### config.mk
export PLATFORM = sky130hd
export DESIGN_NAME = burst_arbiter
export DESIGN_NICKNAME = d
export VERILOG_FILES = /design/src/rtl/burst_arbiter.sv
export SDC_FILE = /design/constraint.sdc
export NUM_CORES = 1
export LEC_CHECK = 0
export ABC_AREA = 1
export BUFFER_PORTS_ARGS = -buffer_cell sky130_fd_sc_hd__buf_2
export CORE_AREA = 2 2 87 89
export CTS_BUF_LIST = sky130_fd_sc_hd__clkbuf_2
export DETAILED_ROUTE_END_ITERATION = 8
export DIE_AREA = 0 0 89 91
export PLACE_DENSITY = 0.7
export SLEW_MARGIN = 20
export SYNTH_ARGS = -nofsm -noshare
export SYNTH_HDL_FRONTEND = slang
export SYNTH_SLANG_ARGS = --single-unit
### constraint.sdc
create_clock -name clk -period 1.5 [get_ports clk]
set_input_delay 0.3 -clock clk [delete_from_list [all_inputs] [get_ports clk]]
set_output_delay 0.3 -clock clk [all_outputs]
set_load 0.01 [all_outputs]
### src/rtl/burst_arbiter.sv
`default_nettype none
// ============================================================================
//  Module      : burst_arbiter
//  Description : Two-slave round-robin burst arbiter. Grants one slave per
//                burst, forwards its words one per cycle to the processing
//                engine with FIFO backpressure, then waits for the engine to
//                signal completion before arbitrating again.
//  Revision    : 1.0  initial release
// ============================================================================
module burst_arbiter #(
   parameter int DW = 32
) (
   input  logic          clk,
   input  logic          rst_n,
   input  logic [1:0]    slv0_mode,
   input  logic [1:0]    slv1_mode,
   input  logic          slv0_data_valid,
   input  logic          slv1_data_valid,
   input  logic [7:0]    slv0_proc_valid,
   input  logic [7:0]    slv1_proc_valid,
   input  logic [DW-1:0] slv0_data,
   input  logic [DW-1:0] slv1_data,
   input  logic          proc_cmplt,
   input  logic          fifo_full,
   output logic [1:0]    slvx_mode,
   output logic          slvx_data_valid,
   output logic [7:0]    slvx_proc_val,
   output logic [DW-1:0] slvx_data,
   output logic          slv0_ready,
   output logic          slv1_ready,
   output logic          data_source,
   output logic          mstr0_cmplt
);

   typedef enum logic [1:0] {
      IDLE       = 2'd0,
      XFER       = 2'd1,
      WAIT_CMPLT = 2'd2
   } state_t;

   state_t          r_state;
   state_t          w_next_state;
   logic [7:0]      r_count;
   logic            r_last_grant;
   logic            w_req0;
   logic            w_req1;
   logic            w_grant;
   logic            w_grant_sel;
   logic            w_accept;
   logic            w_done;
   logic [DW-1:0]   w_word;

   // The word on offer always comes from the slave that owns the burst.
   assign w_word = data_source ? slv1_data : slv0_data;

   // State register.
   always_ff @(posedge clk) begin
      if (!rst_n) begin
         r_state <= IDLE;
      end else begin
         r_state <= w_next_state;
      end
   end

   // Next-state decode, arbitration and combinational ready strobes.
   always_comb begin
      w_next_state = r_state;
      w_req0       = slv0_data_valid && (slv0_proc_valid != 8'd0);
      w_req1       = slv1_data_valid && (slv1_proc_valid != 8'd0);
      w_grant      = 1'b0;
      w_grant_sel  = 1'b0;
      w_accept     = 1'b0;
      w_done       = 1'b0;
      slv0_ready   = 1'b0;
      slv1_ready   = 1'b0;
      case (r_state)
         IDLE: begin
            if (w_req0 || w_req1) begin
               w_grant      = 1'b1;
               // On a tie the slave that did not finish the last burst wins.
               w_grant_sel  = (w_req0 && w_req1) ? ~r_last_grant : w_req1;
               w_next_state = XFER;
            end
         end
         XFER: begin
            slv0_ready = !data_source && !fifo_full;
            slv1_ready = data_source && !fifo_full;
            w_accept   = (slv0_ready && slv0_data_valid) ||
                         (slv1_ready && slv1_data_valid);
            if (w_accept && (r_count == 8'd1)) begin
               w_next_state = WAIT_CMPLT;
            end
         end
         WAIT_CMPLT: begin
            if (proc_cmplt) begin
               w_done       = 1'b1;
               w_next_state = IDLE;
            end
         end
         default: begin
            w_next_state = IDLE;
         end
      endcase
   end

   // Burst attribute latching, word forwarding, countdown and completion pulse.
   always_ff @(posedge clk) begin
      if (!rst_n) begin
         r_count         <= 8'd0;
         r_last_grant    <= 1'b1;
         data_source     <= 1'b0;
         slvx_mode       <= 2'd0;
         slvx_proc_val   <= 8'd0;
         slvx_data       <= '0;
         slvx_data_valid <= 1'b0;
         mstr0_cmplt     <= 1'b0;
      end else begin
         slvx_data_valid <= w_accept;
         mstr0_cmplt     <= w_done;
         if (w_grant) begin
            data_source   <= w_grant_sel;
            slvx_mode     <= w_grant_sel ? slv1_mode : slv0_mode;
            slvx_proc_val <= w_grant_sel ? slv1_proc_valid : slv0_proc_valid;
            r_count       <= w_grant_sel ? slv1_proc_valid : slv0_proc_valid;
         end
         if (w_accept) begin
            slvx_data <= w_word;
            r_count   <= r_count - 8'd1;
         end
         if (w_done) begin
            r_last_grant <= data_source;
         end
      end
   end

endmodule
`default_nettype wire

# == Yosys cells after proc, flatten, opt, wreduce, memory -nomap -nowiden ==
# Index checks and enable logic that the tools add are counted.
# W data, S select, Z words.
# op_classes
n_bitwise,1
n_addsub,1
mul,0
div,0
shift,0
n_eq_ne,6
n_mux,19
order_cmp,0
n_reduce_logical,17
# ops
operator,n
$mux W32,1
$mux W8,3
$reduce_bool A8 Y1,2
$mux W1,10
$eq A8 B1 Y1 const B,1
$logic_and A1 B1 Y1,8
$mux W2,4
$sub A8 B1 Y8 const B,1
$ne A2 B2 Y1 const B,3
$pmux W2 S3,1
$reduce_and A3 Y1,1
$eq A2 B1 Y1 const B,1
$eq A2 B2 Y1 const B,1
$logic_not A1 Y1,2
$logic_not A2 Y1,1
$logic_or A1 B1 Y1,2
$reduce_bool A2 Y1,1
$not A1 Y1,1
# word_totals
latchBits,0
inputBits,90
mem_count,0
out_inout_bits,47
mem_bits_rw,0
romBits,0
reg_bits,56
word_cells,53

# == Logic depth before layout (Yosys ltp) ==
# depth
depth_word,9
depth_mapped,13
depth_no_buf,13

# == Worst setup path after synthesis ==
# No wires, ideal clock.
# synth_path
path_type,input to register
from,in slv0_proc_valid[5]
to,reg r_count[3]
path_buffers,1
arrival_time_ns,1.256
setup_ns,0.128
stages,13
slack_ns,0.116
cell_sequence,inv_1 nand2_1 nor2_1 nand2_1 nand2_1 nand2_1 nand2_2 inv_1 buf_4 nand2_1 nor2_1 nor2_1 nor2_1
# synth_between
elab_chain_cells,9
# synth_lines
item,line,rtl
start: declaration,19,"input logic [7:0] slv0_proc_valid,"
$reduce_bool A8 Y1 (*),68,w_req0 = slv0_data_valid && (slv0_proc_valid != 8'd0);
$logic_and A1 B1 Y1 (*),68,
$logic_and A1 B1 Y1,81,w_grant_sel = (w_req0 && w_req1) ? ~r_last_grant : w_req1;
$mux W1,81,
$mux W1,78,if (w_req0 || w_req1) begin
$mux W1,76,case (r_state)
$mux W8,124,r_count <= w_grant_sel ? slv1_proc_valid : slv0_proc_valid;
$mux W8,120,if (w_grant) begin
$mux W8,126,if (w_accept) begin
end signal: assignment,124,
end signal: assignment,128,r_count <= r_count - 8'd1;
end: declaration,43,logic [7:0] r_count;
# Mark *: on every way between the ends. The rest lies on a longest branch, timed or not. The select of a mux whose other input is x is not followed.
# A chain may end at the register's enable or synchronous reset.

# == Worst setup path in the final report ==
# layout_path
from,reg data_source
to,out slv0_ready
# layout_between
elab_chain_cells,3
# layout_lines
item,line,rtl
start: declaration,31,"output logic data_source,"
start signal: assignment,121,data_source <= w_grant_sel;
$logic_not A1 Y1,86,slv0_ready = !data_source && !fifo_full;
$logic_and A1 B1 Y1,86,
$mux W1,76,
end: declaration,29,"output logic slv0_ready,"
# No other way between the ends.

==> impl_metrics.env <==
export IMPL_seq_power_share=0.427
export IMPL_maxSlewHeadroom=0.790
export IMPL_power_mw=4.05
export IMPL_whs_path_depth=3
export IMPL_dr_pass1_iters=4
export IMPL_worst_slack_ns=-0.118
export IMPL_rsz0062_at_grt="true"
export IMPL_dpl_worst_slack_ns=-0.116
export IMPL_path_max_fanout=5
export IMPL_worst_slew_pin_slew_ns=0.316
export IMPL_tns_ns=-1.58
export IMPL_skew_ns=0.0312
export IMPL_drtAntennaViolNets=0
export IMPL_wire_per_inst_um=13.8
export IMPL_track_usage=0.206
export IMPL_internal_power_mw=2.62
export IMPL_cts_num_sinks=56
export IMPL_critPathKind="reg2out"
export IMPL_drt_total_wl_um=9750
export IMPL_synth_largest_area_cell="dfxtp_1"
export IMPL_dieArea_um2=8100
export IMPL_synth_ff_latch_count=56
export IMPL_power_density_nw_per_um2=902
export IMPL_initialDrtViolationCount=204
export IMPL_final_nets=698
export IMPL_synth_cell_type_count=29
export IMPL_crit_required_ns=1.20
export IMPL_switching_share=0.352
export IMPL_finalCritPeriodShare=1.08
export IMPL_timing_rr_end="slvx_data[4]"
export IMPL_synth_warnings=0
export IMPL_min_period_ns=1.62
export IMPL_max_freq_mhz=618
export IMPL_synth_cell_area_um2=2820
export IMPL_clkLatencyLatePin_ns=0.46
export IMPL_antenna_cells=0
export IMPL_r2r_setup_slack_ns=-0.10
export IMPL_synth_top_area_share=0.397
export IMPL_synth_area_leaders="dfxtp_1 40%, a21oi_1 14%, nor2_1 8.9%, inv_1 8.4%, nand2_1 7.5%"
export IMPL_vias=3466
export IMPL_stdcell_area_um2=4490
export IMPL_gp_congestion=0.905
export IMPL_core_area_um2=7140
export IMPL_hold_violations=0
export IMPL_clockPowerShare=0.193
export IMPL_reg2reg_depth=8
export IMPL_grt_max_degree=31
export IMPL_slew_violations=0
export IMPL_hold_class="in2reg"
export IMPL_antenna_found_initial=0
export IMPL_clkTransAtPathRegs_ns=0.30
export IMPL_end_kind="output pin"
export IMPL_numPortBuffers=136
export IMPL_viasPerCell=4.91
export IMPL_route_detailed_drc=0
export IMPL_cts_hold_buf=0
export IMPL_overflow=0
export IMPL_grt_pass1_wl_um=13400
export IMPL_r2r_start="data_source"
export IMPL_drive_above_1_share=0.442
export IMPL_grt_pass1_vias=3143
export IMPL_clock_root_buffer="clkbuf_2"
export IMPL_die_w_um=89
export IMPL_violations="negative setup slack"
export IMPL_die_height_um=91
export IMPL_setup_viol=37
export IMPL_power_leakage_nw=2.35
export IMPL_syn_nets=519
export IMPL_p_sw_mw=1.43
export IMPL_status="finished with violations"
export IMPL_ioPinCount=137
export IMPL_rows=31
export IMPL_hp_start="slv0_mode[0]"
export IMPL_cp_start_kind="register"
export IMPL_crit_arrival_ns=1.32
export IMPL_numCtsBuffers=5
export IMPL_hold_path_end="slvx_mode[0]"
export IMPL_dpl_instance_area_um2=3800
export IMPL_place_hpwl_um=6080
export IMPL_postSynthCellCount=427
export IMPL_h_tree_depth=2
export IMPL_maxCapViolations=0
export IMPL_cts_buffer_depth=2
export IMPL_power_frac_comb=0.380
export IMPL_tritoncts="built"
export IMPL_yosysSeqAreaShare=0.397
export IMPL_postSynthAreaPerCell_um2=6.61
export IMPL_irDropWorstVdd_uv=439
export IMPL_initial_core_util=0.395
export IMPL_area_growth_pct=59.2
placed cells by master, fill, tap and decap left out, types with 13 or more instances in the layout:
cell     instances
o21ai_0         30
dfxtp_1         52
inv_1           59
a21oi_1         63
nand2_1         44
nor2_1          59
buf_2          136
buf_4           37
o21ai_1         13
a21oi_2         18
kinds of logic (layout without fill, tap and decap cells):
| family | after synthesis | count (layout) | share of synthesized area |
|---|---|---|---|
| buf+inv | 87 | 266 | 0.130 |
| fa+ha+maj | 2 | 2 | 0.00887 |
| simple gates | 150 | 151 | 0.218 |
| mux | 1 | 1 | 0.00355 |
| flops | 56 | 56 | 0.397 |
| compound gates | 128 | 128 | 0.232 |
| xor+xnor | 3 | 3 | 0.00931 |
metrics by stage:
| stage | std cells | util | hold slack [ns] |
|---|---|---|---|
| floorplan | 427 | - | 0.438 |
| global placement | 673 | 0.533 | 0.448 |
| global route | 706 | 0.630 | 0.0509 |
| CTS | 688 | 0.563 | 0.0402 |
| detailed placement | 673 | 0.533 | 0.457 |
| finish | 706 | 0.630 | 0.0749 |
cells in the mapped netlist (all sizes together):
cell type / n
nor2: 67
or2: 3
o22ai: 1
mux2i: 1
a31oi: 1
a21o: 1
nand3b: 1
inv: 64
nor3: 5
dfxtp: 56
ha: 2
nand2: 60
nand3: 12
a21oi: 82
buf: 13
xor2: 3
o21ai: 43
clkbuf: 9
clkinv: 1
nand4: 2
registers in the layout, indices dropped and copies added (netlist names):
signal           cells
mstr0_cmplt          1
data_source          1
r_count              8
r_state              2
slvx_data           32
slvx_mode            2
slvx_data_valid      1
r_last_grant         1
slvx_proc_val        8
per-layer routing:
metal | up-vias | part of all wire | track usage | wire (um)
met5 | - | 0 | 0 | 0
met4 | 0 | 0.022 | 0.0734 | 216
met3 | 21 | 0.081 | 0.0564 | 789
met2 | 160 | 0.48 | 0.348 | 4640
met1 | 1561 | 0.42 | 0.248 | 4110
li1 | 1724 | - | - | -
worst max path at each step:
| stage | slack, ns | endpoint | cells past startpoint | from |
|---|---|---|---|---|
| after floorplan | 0.12 | r_count[3] | 13 | slv0_proc_valid[5] |
| after global placement | -0.07 | slvx_proc_val[4] | 10 | slv0_proc_valid[2] |
| after detailed placement | -0.12 | r_count[6] | 13 | slv0_proc_valid[2] |
| after CTS | -0.18 | slv1_ready | 6 | r_state[0] |
| after global routing | -0.22 | slv0_ready | 6 | r_state[0] |
| final | -0.12 | slv0_ready | 3 | data_source |
critical path, cell delays in order, from the launching register on:
cell and delay, ns:
dfxtp_4 0.43, or2_4 0.24, nor2_1 0.09, buf_2 0.13
cell type report:
type	instances	area, um2
clock buffer	5	25.0
multi-input combinational	285	1600
clock inverter	3	42.5
sequential	56	1130
tap	99	124
fill	617	2640
inverter	65	259
timing repair buffer	193	1310
power groups by stage:
stage	clock network, mW	logic (mW)	registers [mW]
2_1_floorplan	0	0.635	1.78
3_3_place_gp	0	1.13	1.74
3_5_place_dp	0	1.15	1.74
4_1_cts	0.799	1.26	1.72
5_1_grt	0.847	1.68	1.75
6_report	0.782	1.54	1.73
repair_timing:
action / 4_1_cts / 5_1_grt
gates cloned: 2 / 5
resized for setup: 22 / 73
setup endpoints to repair: 26 / 49
buffers inserted: 5 / 14
pin swaps: 7 / 25
Note: power is estimated with default switching activity, not from simulation.
